[src/rtl/ngp_pkg.sv]
// Shared NGP arbiter constants and types: default widths, requester indices, requester id type.
// Pure declarations; no timing or flow control.
// Backpressure: not applicable.
package ngp_pkg;

    localparam int NGP_ADDR_W   = 16;
    localparam int NGP_DATA_W   = 16;
    localparam int NGP_NREQ_MAX = 4;

    localparam int REQ_DATA  = 0;
    localparam int REQ_FETCH = 1;
    localparam int REQ_LOAD  = 2;

    // Sized for the largest supported requester count so the id type is package-global.
    typedef logic [$clog2(NGP_NREQ_MAX)-1:0] req_id_t;

endpackage

[src/rtl/ngp_rr_pick.sv]
// Round-robin picker: first valid bit at or above start, wrapping modulo N.
// Latency: purely combinational, zero cycles.
// Backpressure: none; the caller masks valid as needed.
import ngp_pkg::*;

module ngp_rr_pick #(
    parameter int N = 3
) (
    input  logic [N-1:0] valid,
    input  req_id_t      start,
    output logic [N-1:0] grant,
    output req_id_t      id,
    output logic         any
);

    int idx;

    // Scan from the farthest offset down so the nearest valid requester wins last.
    always_comb begin
        grant = '0;
        id    = '0;
        any   = 1'b0;
        idx   = 0;
        for (int k = N - 1; k >= 0; k--) begin
            idx = (int'(start) + k) % N;
            if (valid[idx]) begin
                any = 1'b1;
                id  = req_id_t'(idx);
            end
        end
        if (any) begin
            grant = {{(N-1){1'b0}}, 1'b1} << id;
        end
    end

endmodule

[src/rtl/ngp_mem_arbiter.sv]
// Round-robin arbiter sharing one single-port memory among NREQ requesters; optional grant lock via NGP_ARB_LOCK_EN.
// Latency: grant and memory strobe same cycle; read response exactly MEM_LAT cycles after grant.
// Backpressure: req_ready is the one-hot grant; responses cannot be stalled.
import ngp_pkg::*;

module ngp_mem_arbiter #(
    parameter int NREQ    = 3,
    parameter int ADDR_W  = NGP_ADDR_W,
    parameter int DATA_W  = NGP_DATA_W,
    parameter int MEM_LAT = 1
) (
    input  logic                   clk,
    input  logic                   rst,
    input  logic [NREQ-1:0]        req_valid,
    output logic [NREQ-1:0]        req_ready,
    input  logic [NREQ-1:0]        req_we,
    input  logic [NREQ-1:0]        req_lock,
    input  logic [NREQ*ADDR_W-1:0] req_addr,
    input  logic [NREQ*DATA_W-1:0] req_wdata,
    output logic [NREQ-1:0]        rsp_valid,
    output logic [DATA_W-1:0]      rsp_rdata,
    output logic                   mem_en,
    output logic                   mem_we,
    output logic [ADDR_W-1:0]      mem_addr,
    output logic [DATA_W-1:0]      mem_wdata,
    input  logic [DATA_W-1:0]      mem_rdata
);

    logic [NREQ-1:0]    elig;
    logic [NREQ-1:0]    grant;
    req_id_t            gid;
    req_id_t            rr_ptr;
    logic               gany;
    logic               granted;
    logic [MEM_LAT-1:0] pipe_vld;
    req_id_t            pipe_id [MEM_LAT];

`ifdef NGP_ARB_LOCK_EN
    logic    lock_valid;
    req_id_t lock_id;

    // A held lock masks everyone else, even while the holder is idle.
    always_comb begin
        elig = req_valid;
        if (lock_valid) begin
            elig = req_valid & ({{(NREQ-1){1'b0}}, 1'b1} << lock_id);
        end
    end

    always_ff @(posedge clk) begin
        if (rst) begin
            lock_valid <= 1'b0;
            lock_id    <= '0;
        end else if (granted) begin
            lock_valid <= req_lock[gid];
            if (req_lock[gid]) begin
                lock_id <= gid;
            end
        end
    end
`else
    logic unused_lock;
    assign unused_lock = ^req_lock;
    assign elig        = req_valid;
`endif

    ngp_rr_pick #(.N(NREQ)) u_pick (
        .valid (elig),
        .start (rr_ptr),
        .grant (grant),
        .id    (gid),
        .any   (gany)
    );

    assign granted   = gany & ~rst;
    assign req_ready = granted ? grant : '0;
    assign rsp_rdata = mem_rdata;

    always_comb begin
        mem_en    = granted;
        mem_we    = 1'b0;
        mem_addr  = '0;
        mem_wdata = '0;
        if (granted) begin
            mem_we    = req_we[gid];
            mem_addr  = req_addr[gid*ADDR_W +: ADDR_W];
            mem_wdata = req_wdata[gid*DATA_W +: DATA_W];
        end
    end

    always_ff @(posedge clk) begin
        if (rst) begin
            rr_ptr <= '0;
        end else if (granted) begin
            rr_ptr <= (gid == req_id_t'(NREQ - 1)) ? '0 : gid + req_id_t'(1);
        end
    end

    // Only reads enter the pipe; the last stage lines up with mem_rdata.
    always_ff @(posedge clk) begin
        if (rst) begin
            pipe_vld <= '0;
            for (int i = 0; i < MEM_LAT; i++) begin
                pipe_id[i] <= '0;
            end
        end else begin
            pipe_vld[0] <= granted & ~req_we[gid];
            pipe_id[0]  <= gid;
            for (int i = 1; i < MEM_LAT; i++) begin
                pipe_vld[i] <= pipe_vld[i-1];
                pipe_id[i]  <= pipe_id[i-1];
            end
        end
    end

    always_comb begin
        rsp_valid = '0;
        if (pipe_vld[MEM_LAT-1] && !rst) begin
            rsp_valid = {{(NREQ-1){1'b0}}, 1'b1} << pipe_id[MEM_LAT-1];
        end
    end

endmodule

[config.mk]
export PLATFORM = sky130hd
export DESIGN_NAME = ngp_mem_arbiter
export DESIGN_NICKNAME = d
export VERILOG_FILES = /design/src/rtl/ngp_pkg.sv /design/src/rtl/ngp_rr_pick.sv /design/src/rtl/ngp_mem_arbiter.sv
export SDC_FILE = /design/constraint.sdc
export NUM_CORES = 1
export LEC_CHECK = 0
export CAP_MARGIN = 10
export CORE_MARGIN = 2
export CORE_UTILIZATION = 31
export CTS_CLUSTER_SIZE = 8
export DETAILED_ROUTE_END_ITERATION = 8
export PLACE_DENSITY = 0.83
export REMOVE_ABC_BUFFERS = 1
export SYNTH_ARGS = -nofsm -noshare
export SYNTH_HDL_FRONTEND = slang
export SYNTH_SLANG_ARGS = --single-unit
[constraint.sdc]
create_clock -name clk -period 2.9 [get_ports clk]
set_clock_uncertainty 0.05 [all_clocks]
set_input_delay 0.58 -clock clk [delete_from_list [all_inputs] [get_ports clk]]
set_output_delay 0.58 -clock clk [all_outputs]
set_load 0.05 [all_outputs]
* Yosys cells after proc, flatten, opt, wreduce, memory -nomap -nowiden
Memory sizes are Yosys's and may differ from the RTL's.
Index checks and enable logic that the tools add are counted.
** Storage, ports and cells
- Bits in registers :: 3
- Bits in writable memories :: 2
- Input bits :: 123
- Output and inout bits :: 56
- Memories kept :: 1
** Memory list
- pipe_id :: depth 1, bits a word 2, rd ports 1, clocked after memory_dff 0, wr ports 1, line ngp_mem_arbiter.sv:36 : req_id_t pipe_id [MEM_LAT];
** Operators by class
- Add/sub/neg operators :: 3
- Divide/modulo/power cells :: 3
- $lt $le $gt $ge :: 4
- Equality and inequality tests :: 1
- Shift operators :: 4
- Multiplexer cells :: 29
- Bitwise operators :: 4
- Reduce and logical (&&, ||, !) cells :: 3
** Operators by type and width (number)
- $lt 32x4->1 const B :: 3
- $shiftx 48x7->16 :: 2
- $mod 32x3->32 const B :: 2
- $mod 3x3->32 const B :: 1
- $mux 16 :: 2
- $mux 1 :: 15
- $mux 2 :: 5
- $mux 3 :: 3
- $bmux 1 s2 :: 4
- $shl 1x2->3 const A :: 2
- $add 2x1->3 const B :: 1
- $add 2x2->3 const B :: 1
- $lt 2x3->1 const B :: 1
- $add 2x1->2 const B :: 1
- $and 1x1->1 :: 2
- $eq 2x2->1 const B :: 1
- $not 1->1 :: 2
- $reduce_or 2->1 :: 1
- $logic_and 1x1->1 :: 1
- $logic_not 1->1 :: 1

* Longest topological paths before layout
Gate-level depths: netlist of run 1.
- Depth after elaboration :: 12
- Depth in mapped cells :: 11
- Gate-level depth less buffers :: 8

* Modules after synthesis
A second synthesis of run 1 with hierarchy kept.
** Second synthesis, totals
- Cells, all modules :: 225
- Area, all modules :: 1918.1 µm²
** Modules (own cells, without submodules)
- ngp_mem_arbiter :: times used 1, cells each 190, area an instance 1687.9 µm²
- ngp_rr_pick :: times used 1, cells each 35, area an instance 230.2 µm²

* Worst setup path after synthesis of run 1
OpenSTA, ideal clock, no wires.
- Kind :: register to output
- From :: register rr_ptr[0]
- To :: output mem_addr[0]
- Arrival :: 2.924 ns
- Setup slack :: -0.654 ns
- Stages on the path, launching flop included :: 10
- Buffers on the path :: 2
- Cells stage by stage :: dfxtp_1 > inv_1 > ha_1 > buf_4 > or3b_1 > o31ai_2 > or2_1 > buf_6 > o21ai_0 > a311oi_1
** On the way
- Word-level cells in the longest chain between the ends :: 10
- Elaborated cells on any way between the ends :: 23
- Classes of those cells :: add/sub: 2; div: 3; shift: 1; mux: 16; bitwise: 1
** Ends and longest elaborated chain
- from (decl) :: line ngp_mem_arbiter.sv:32 : req_id_t rr_ptr;
- from (signal assigned) :: line ngp_mem_arbiter.sv:95 : rr_ptr <= (gid == req_id_t'(NREQ - 1)) ? '0 : gid + req_id_t'(1);
- $add 2x2->3 :: line ngp_rr_pick.sv:25 : idx = (int'(start) + k) % N;
- $mod 32x3->32 :: line ngp_rr_pick.sv:25
- $bmux 1 s2 :: line ngp_rr_pick.sv:26 : if (valid[idx]) begin
- $mux 1 (not written as such) (2 in a row) :: line ngp_rr_pick.sv:26
- $mux 2 or $mux 1 (tied branches) (3 in a row) :: line ngp_rr_pick.sv:26
- $shiftx 48x7->16 or $and 1x1->1 (tied branches) :: line ngp_mem_arbiter.sv:86, ngp_mem_arbiter.sv:75
- $mux 16 * :: line ngp_mem_arbiter.sv:84 : if (granted) begin
- to (decl) :: line ngp_mem_arbiter.sv:24 : output logic [ADDR_W-1:0] mem_addr,
Every way passes the cells marked *; elsewhere a longest branch is shown, timed or not. The select of a mux whose other input is x is not followed.

* Final worst setup path of run 1
- From :: register rr_ptr[0]
- To :: output mem_we
** On the way
- Word-level cells in the longest chain between the ends :: 11
- Elaborated cells on any way between the ends :: 24
- Classes of those cells :: add/sub: 2; div: 3; mux: 18; bitwise: 1
** Ends and longest elaborated chain
- $add 2x2->3 :: line ngp_rr_pick.sv:25
- $mod 32x3->32 :: line ngp_rr_pick.sv:25
- $bmux 1 s2 :: line ngp_rr_pick.sv:26
- $mux 1 (not written as such) (2 in a row) :: line ngp_rr_pick.sv:26
- $mux 2 (3 in a row) :: line ngp_rr_pick.sv:26
- $bmux 1 s2 :: line ngp_mem_arbiter.sv:85 : mem_we = req_we[gid];
- $mux 1 (not written as such) :: line ngp_mem_arbiter.sv:85
- $mux 1 * :: line ngp_mem_arbiter.sv:84
- to (decl) :: line ngp_mem_arbiter.sv:23 : output logic mem_we,
Marked as above.

==> qor.log, run 1 <==
INFO  sta            unrepaired_setup_endpoints_after_global_routing=yes
INFO  pwr            total_power=6.04mW
INFO  setup_path     count_of_cells_along_the_worst_register_to_register_path=11
INFO  layout         fin_nets=523
INFO  clock_tree     clock_sinks=5
INFO  synth          netlist_top_cells_count=34 x sky130_fd_sc_hd__a21oi_1, 34 x sky130_fd_sc_hd__nand3_1, 32 x sky130_fd_sc_hd__o21ai_0
INFO  die            initial_core_util=31.8%
INFO  die            die-area=6650um^2
INFO  drt            finalWirelength=9730um
INFO  setup_path     crit_fanout=38
INFO  drt            vias_per_cell=5.89
INFO  drt            drt-initial-drc-count=113
INFO  synth          netlist_area=1860um^2
INFO  clock_tree     worst_skew_pair.late_latency=0.24ns
INFO  layout         area.sequential=105um^2
INFO  pwr            max-vdd-ir-drop=0.000753V
INFO  global_routing grt_max_degree=39
INFO  placement      finalWeightedCongestion=0.777
INFO  synth          synth.yosys.seq_area_share=5.37%
INFO  run_status     violations=setup timing
INFO  sta            fin_hold_ws=0.447ns
INFO  sta            setup-violations-final=36
INFO  setup_path     required=2.27ns
INFO  min_path       worstHoldEndpoint=rr_ptr[0]
INFO  layout         multiInputGateArea=1860um^2
INFO  placement      place_hpwl=6280um
INFO  die            coreArea=5850um^2
INFO  setup_path     cp_data_arrival_time=2.48ns
INFO  sta            report.final.slew_viol_count=0
INFO  clock_tree     postCtsHoldBufs=0
INFO  synth          post-synth-top-area-cell=sky130_fd_sc_hd__a311oi_2
INFO  die            floorplan.die.width=81.5um
INFO  setup_path     cp_num_buf_inv=3
INFO  pwr            cellPowerDensity=1300nW/um^2
INFO  synth          synth.lib_cells_used.distinct=46
INFO  setup_path     critPathMostFrequentCell=sky130_fd_sc_hd__buf_12
INFO  synth          postSynthRegisterBits=5
INFO  sta            max_slew_margin=71.0%
INFO  die            die_h=81.5um
INFO  layout         final_layout_size_suffix_gt1_share=47.2%
INFO  global_routing initial_antenna_violation_count=0
INFO  min_path       worst_hold_depth=2
INFO  synth          async_flop_share=0%
INFO  sta            final_report_hold_violation_count=0
INFO  pwr            p_leak=1.62nW
INFO  global_routing globalRoute.totalOverflow=0
INFO  setup_path     critical_path.startpoint_type=register
INFO  sta            worstMarginPinSlew=0.433ns
INFO  sta            layout_worst_path_cycle_share=107%
INFO  setup_path     regToRegStartpoint=rr_ptr[0]
INFO  flow_run       max-cap-violations=0
INFO  clock_tree     cts_root_buf=sky130_fd_sc_hd__clkbuf_8
INFO  pwr            comb_power_share=95.6%
INFO  die            rows=28
INFO  synth          synth.yosys.warnings=0
INFO  layout         area_growth_syn_to_layout=150%
INFO  pwr            power.switching_fraction=51.1%
INFO  global_routing grt_pass1_wl=13900um
INFO  clock_tree     clk_pin_slew=0.04ns
INFO  pwr            seqPwrFrac=2.1%
INFO  global_routing grt_util_all_layers=27.0%
INFO  synth          yosys-top-cells-area=sky130_fd_sc_hd__a311oi_2 23%, sky130_fd_sc_hd__a21oi_1 9.1%, sky130_fd_sc_hd__nand3_1 9.1%
INFO  sta            finalWorstSetupSlack=-0.207ns
INFO  run_status     run_status=finished with violations
INFO  min_path       hold_class=register to register
INFO  clock_tree     tritoncts=yes
INFO  synth          synth_largest_type_area_fraction=22.6%
INFO  setup_path     reg2reg_to=pipe_vld
INFO  setup_path     worst-setup-path-type=register to primary output
INFO  sta            period_needed=3.11ns
INFO  global_routing via_count_of_the_first_global_routing_pass=2808
INFO  min_path       hold_path_startpoint=rr_ptr[0]
INFO  clock_tree     clockBufferDepth=2
INFO  setup_path     crit_chain=inv_2, ha_4, nor2b_4, o2111ai_1, o21a_2, buf_12, a211oi_1, a211oi_2, buf_12
INFO  drt            via_count=2773
INFO  placement      count_of_buffers_inserted_at_the_top_level_ports=143
INFO  setup_path     cp_slowest_stage_delay=0.44ns
INFO  synth          synth_cells=237
INFO  die            io-pin-count=179
INFO  sta            clock.fmax=322MHz
INFO  clock_tree     cts_htree_levels=1
INFO  setup_path     critical_path.top_delay_family=compound AO/OA/AOI/OAI gates
INFO  pwr            share_clk_of_total_power=2.3%
INFO  pwr            power_internal=2.95mW
INFO  pwr            power_switching=3.09mW
INFO  synth          primary_flip_flop_cell_chosen_by_synthesis_mapping=sky130_fd_sc_hd__dfxtp_1
INFO  setup_path     worst_path_max_delay_cell=sky130_fd_sc_hd__a211oi_1
INFO  synth          synth_enable_flop_cells=0
INFO  layout         fillers=351
INFO  drt            post_route_drc_violation_count=0
INFO  drt            wl_per_cell=20.7um
INFO  synth          synth.avg_cell_area=7.86um^2
INFO  drt            drtPass1Iterations=4
INFO  drt            postRouteAntennaNets=0
INFO  setup_path     critPathCaptureType=primary output
INFO  setup_path     reg2reg_setup_slack=0.61ns
INFO  clock_tree     cts_buffers=3
INFO  layout         insertedDiodeCount=0
[worst max-delay path by stage]
stage,start,end,slack [ns],depth (start not counted)
2_1_floorplan,rr_ptr[0],mem_addr[0],-1.85,7
3_3_place_gp,req_valid[2],mem_wdata[15],-0.42,9
3_5_place_dp,req_valid[2],mem_wdata[15],-0.53,9
4_1_cts,rr_ptr[0],mem_wdata[3],-0.15,10
5_1_grt,rr_ptr[0],mem_wdata[2],-0.28,12
6_report,rr_ptr[0],mem_we,-0.21,9
[cell type report]
| class | instances | area share, % |
|---|---|---|
| tap | 75 | 2.02 |
| timing repair buffer | 203 | 54.4 |
| multi-input combinational | 180 | 39.9 |
| inverter | 4 | 0.376 |
| sequential | 5 | 2.26 |
| clock buffer | 4 | 0.968 |
[flip-flops by register name (all words and copies together), names as in the netlist]
signal	flops
pipe_vld	1
pipe_id	2
rr_ptr	2
[cell usage in the layout (no fill, tap or decap), types with 2 or more instances in the layout]
cell type,netlist,layout
sky130_fd_sc_hd__buf_12,4,49
sky130_fd_sc_hd__nand2_1,5,5
sky130_fd_sc_hd__buf_4,21,31
sky130_fd_sc_hd__nand3_2,0,14
sky130_fd_sc_hd__a21oi_4,0,2
sky130_fd_sc_hd__clkbuf_16,0,4
sky130_fd_sc_hd__nand3_1,34,20
sky130_fd_sc_hd__nor3b_1,2,2
sky130_fd_sc_hd__nor3_4,1,2
sky130_fd_sc_hd__o22ai_4,1,2
sky130_fd_sc_hd__buf_6,7,14
sky130_fd_sc_hd__a311oi_2,28,8
sky130_fd_sc_hd__a21oi_1,34,26
sky130_fd_sc_hd__dfxtp_1,5,3
sky130_fd_sc_hd__a21oi_2,0,6
sky130_fd_sc_hd__mux2i_1,5,3
sky130_fd_sc_hd__clkdlybuf4s50_1,0,100
sky130_fd_sc_hd__clkbuf_8,0,3
sky130_fd_sc_hd__clkbuf_2,0,2
sky130_fd_sc_hd__ha_4,0,2
sky130_fd_sc_hd__inv_2,0,2
sky130_fd_sc_hd__a311oi_4,0,24
sky130_fd_sc_hd__o21ai_0,32,15
sky130_fd_sc_hd__nor2_1,5,5
sky130_fd_sc_hd__o21ai_1,2,18
[routing by layer]
layer | global-route usage (%) | vias to the layer above | wire [um] | share of wire (%)
li1 | - | 1230 | - | -
met1 | 29.6 | 1349 | 3530 | 36
met2 | 47.5 | 163 | 4950 | 51
met3 | 9.56 | 29 | 933 | 9.6
met4 | 9.49 | 2 | 264 | 2.7
met5 | 5.83 | - | 46 | 0.47
[stage by stage]
stage / setup TNS (ns) / instances / setup slack (ns) / cell area (um^2) / utilization (%)
6_report: -6.07 / 471 / -0.207 / 4650 / 79.6
5_1_grt: -8.64 / 471 / -0.281 / 4650 / 79.6
4_1_cts: -4.08 / 468 / -0.154 / 4340 / 74.2
3_5_place_dp: -16.01 / 450 / -0.531 / 3810 / 65.1
3_3_place_gp: -12.54 / 450 / -0.419 / 3810 / 65.1
2_1_floorplan: -53.58 / 189 / -1.85 / 1460 / -
[power groups by stage]
stage / registers, mW / logic, mW / clock network (mW)
2_1_floorplan: 0.109 / 2.20 / 0
3_3_place_gp: 0.111 / 4.39 / 0
3_5_place_dp: 0.113 / 4.47 / 0
4_1_cts: 0.119 / 5.24 / 0.142
5_1_grt: 0.128 / 6.00 / 0.148
6_report: 0.125 / 5.77 / 0.141
[worst register-to-register path, stage by stage (launching register included)]
cell and delay, ns:
sky130_fd_sc_hd__dfxtp_2 0.33, sky130_fd_sc_hd__inv_2 0.07, sky130_fd_sc_hd__ha_4 0.16, sky130_fd_sc_hd__mux2i_1 0.29
sky130_fd_sc_hd__nor2_1 0.14, sky130_fd_sc_hd__or3_4 0.43, sky130_fd_sc_hd__buf_6 0.15, sky130_fd_sc_hd__nand2b_4 0.14
sky130_fd_sc_hd__buf_12 0.16, sky130_fd_sc_hd__inv_4 0.04, sky130_fd_sc_hd__buf_6 0.11, sky130_fd_sc_hd__o211a_1 0.10
[repair_timing]
action | CTS | global route
pin swaps | 31 | 31
resized for setup | 78 | 48
gates cloned | 3 | 3
buffers inserted | 14 | 3
endpoints found under the setup margin | 37 | 37
[kinds of logic (layout without fill, tap and decap cells)]
family | after synthesis | count (layout) | synth area share [%]
compound gates | 110 | 110 | 48.4
fa+ha+maj | 3 | 3 | 2.01
buf+inv | 52 | 211 | 22.5
flops | 5 | 5 | 5.37
mux | 5 | 5 | 2.69
simple gates | 62 | 62 | 19.1
No activity file was read; power rests on OpenSTA's default activity.
==> run 2: changes to the inputs <==
Settings changed: REMOVE_ABC_BUFFERS 1 to default, SKIP_CTS_REPAIR_TIMING from default to 1.
==> qor.log, run 2 (synthesis gave the netlist of run 1 again) <==
INFO  run_status     run_status=finished with violations
INFO  run_status     violations=setup timing
INFO  setup_path     worst-setup-path-type=register to primary output
INFO  setup_path     worst_path_max_delay_cell=sky130_fd_sc_hd__dfxtp_2
INFO  drt            via_count=2597
INFO  sta            max_slew_margin=71.9%
INFO  pwr            comb_power_share=95.7%
INFO  pwr            power_switching=3.04mW
INFO  die            coreArea=5850um^2
INFO  die            die-area=6650um^2
INFO  drt            wl_per_cell=17.7um
INFO  sta            layout_worst_path_cycle_share=106%
INFO  die            floorplan.die.width=81.5um
INFO  sta            setup-violations-final=36
INFO  setup_path     regToRegStartpoint=rr_ptr[1]
INFO  global_routing grt_max_degree=34
INFO  sta            final_report_hold_violation_count=0
INFO  layout         post_layout_nonfiller_instances=468
INFO  clock_tree     worst_skew_pair.late_latency=0.22ns
INFO  synth          postSynthNetCount=363
INFO  layout         final_layout_size_suffix_gt1_share=44.3%
INFO  sta            unrepaired_setup_endpoints_after_global_routing=yes
INFO  min_path       worst_hold_depth=2
INFO  placement      dpl_cell_area=4300um^2
INFO  min_path       worstHoldEndpoint=rr_ptr[1]
INFO  sta            finalWorstSetupSlack=-0.187ns
INFO  drt            post_route_drc_violation_count=0
INFO  setup_path     critPathMostFrequentCell=sky130_fd_sc_hd__buf_12
INFO  setup_path     critPathCaptureType=primary output
INFO  drt            drtPass1Iterations=4
INFO  layout         area_growth_syn_to_layout=150%
INFO  setup_path     reg2reg_to=pipe_vld
INFO  drt            finalWirelength=8310um
INFO  placement      count_of_buffers_inserted_at_the_top_level_ports=143
INFO  sta            report.final.slew_viol_count=0
INFO  sta            period_needed=3.09ns
INFO  placement      finalWeightedCongestion=0.773
INFO  setup_path     required=2.27ns
INFO  die            rows=28
INFO  layout         fin_nets=520
INFO  layout         insertedDiodeCount=0
INFO  sta            clock.fmax=324MHz
INFO  pwr            power.switching_fraction=52.0%
INFO  pwr            power_internal=2.80mW
INFO  clock_tree     tritoncts=yes
INFO  setup_path     reg2reg_setup_slack=0.55ns
INFO  layout         mostFrequentLayoutCell=sky130_fd_sc_hd__clkdlybuf4s50_1
INFO  clock_tree     clock_sinks=5
INFO  global_routing grt_util_all_layers=22.3%
INFO  layout         fillers=353
INFO  die            die_h=81.5um
INFO  global_routing grt_pass1_wl=11800um
INFO  die            io-pin-count=179
INFO  setup_path     critical_path.startpoint_type=register
INFO  setup_path     count_of_cells_along_the_worst_register_to_register_path=11
INFO  pwr            cellPowerDensity=1250nW/um^2
INFO  min_path       hold_class=register to register
INFO  sta            worstMarginPinSlew=0.420ns
INFO  pwr            total_power=5.84mW
INFO  global_routing initial_antenna_violation_count=0
INFO  layout         final_cell_mix=100 x sky130_fd_sc_hd__clkdlybuf4s50_1, 49 x sky130_fd_sc_hd__buf_12, 34 x sky130_fd_sc_hd__nand3_1, 33 x sky130_fd_sc_hd__buf_4, 32 x sky130_fd_sc_hd__a21oi_1
INFO  placement      dp_cells=457
INFO  clock_tree     clockBufferDepth=2
INFO  placement      place_hpwl=6380um
INFO  drt            drt-initial-drc-count=112
INFO  clock_tree     cts_buffers=3
INFO  setup_path     cp_data_arrival_time=2.46ns
INFO  placement      post-place-ws=-0.522ns
INFO  setup_path     crit_chain=buf_6, ha_4, mux2i_4, and4bb_1, o22ai_4, buf_12, a21oi_1, a311oi_4, buf_12
INFO  drt            postRouteAntennaNets=0
INFO  layout         design_area=4650um^2
INFO  setup_path     crit_fanout=20
INFO  pwr            p_leak=1.64nW
INFO  layout         top_regs=pipe_id: 2 flops, rr_ptr: 2 flops, pipe_vld: 1 flops
INFO  flow_run       max-cap-violations=0
INFO  global_routing via_count_of_the_first_global_routing_pass=2540
INFO  min_path       hold_path_startpoint=rr_ptr[1]
INFO  drt            vias_per_cell=5.55
INFO  clock_tree     cts_root_buf=sky130_fd_sc_hd__clkbuf_8
INFO  global_routing globalRoute.totalOverflow=0
INFO  clock_tree     clk_pin_slew=0.04ns
INFO  die            initial_core_util=31.8%
INFO  pwr            max-vdd-ir-drop=0.000952V
INFO  setup_path     cp_slowest_stage_delay=0.34ns
INFO  clock_tree     cts_htree_levels=1
INFO  pwr            seqPwrFrac=2.0%
INFO  pwr            share_clk_of_total_power=2.2%
==> run 2: worst max path at each step <==
stage	from	to	slack, ns	cells after the start
floorplan	rr_ptr[0]	mem_addr[0]	-0.07	10
global placement	req_valid[1]	mem_addr[1]	-0.44	8
detailed placement	req_valid[1]	mem_addr[11]	-0.52	8
CTS	req_valid[1]	mem_wdata[0]	-0.53	8
global route	rr_ptr[1]	mem_wdata[10]	-0.29	10
finish	rr_ptr[1]	mem_wdata[0]	-0.19	9
==> run 2: area by class of cell <==
class / instances / area, um^2 / area share [%]
Timing Repair Buffer: 200 / 2470 / 53.1
Inverter: 4 / 20.0 / 0.430
Multi-Input combinational cell: 180 / 1920 / 41.2
Tap cell: 75 / 93.8 / 2.02
Clock buffer: 4 / 45.0 / 0.969
Sequential cell: 5 / 103 / 2.21
==> run 2: stage by stage <==
| stage | utilization (%) | setup TNS [ns] | hold WS, ns |
|---|---|---|---|
| 5_1_grt | 79.5 | -8.95 | 0.451 |
| 3_3_place_gp | 73.4 | -14.18 | 0.401 |
| 4_1_cts | 74.2 | -17.52 | 0.415 |
| 3_5_place_dp | 73.4 | -17.32 | 0.406 |
| 2_1_floorplan | - | -0.434 | 0.392 |
| 6_report | 79.5 | -4.90 | 0.422 |
==> run 2: worst max-delay path: cells and delay by family, from the launching register on <==
family          cells  cell delay (ns)
buf+inv             3             0.49
mux                 1             0.26
flops               1             0.34
simple gates        1             0.26
compound gates      3             0.68
fa+ha+maj           1             0.19
==> run 2: per-layer routing <==
| layer | up-vias | GRT usage [%] | routed length, um |
|---|---|---|---|
| met2 | 104 | 43.4 | 4630 |
| met5 | - | 0 | 0 |
| met3 | 20 | 4.51 | 494 |
| met4 | 0 | 9.32 | 206 |
| met1 | 1251 | 22.8 | 2970 |
| li1 | 1222 | - | - |
==> run 2: power groups by stage <==
stage	registers [mW]	clock network (mW)	logic, mW
2_1_floorplan	0.115	0	3.18
3_3_place_gp	0.113	0	4.97
3_5_place_dp	0.117	0	5.09
4_1_cts	0.116	0.133	5.10
5_1_grt	0.121	0.141	5.84
6_report	0.118	0.130	5.59
==> run 3: changes to the inputs <==
Settings changed: SLEW_MARGIN from default to 20.
==> results of run 3 <==
The final DEF is identical to that of run 2; final timing and power are the same.
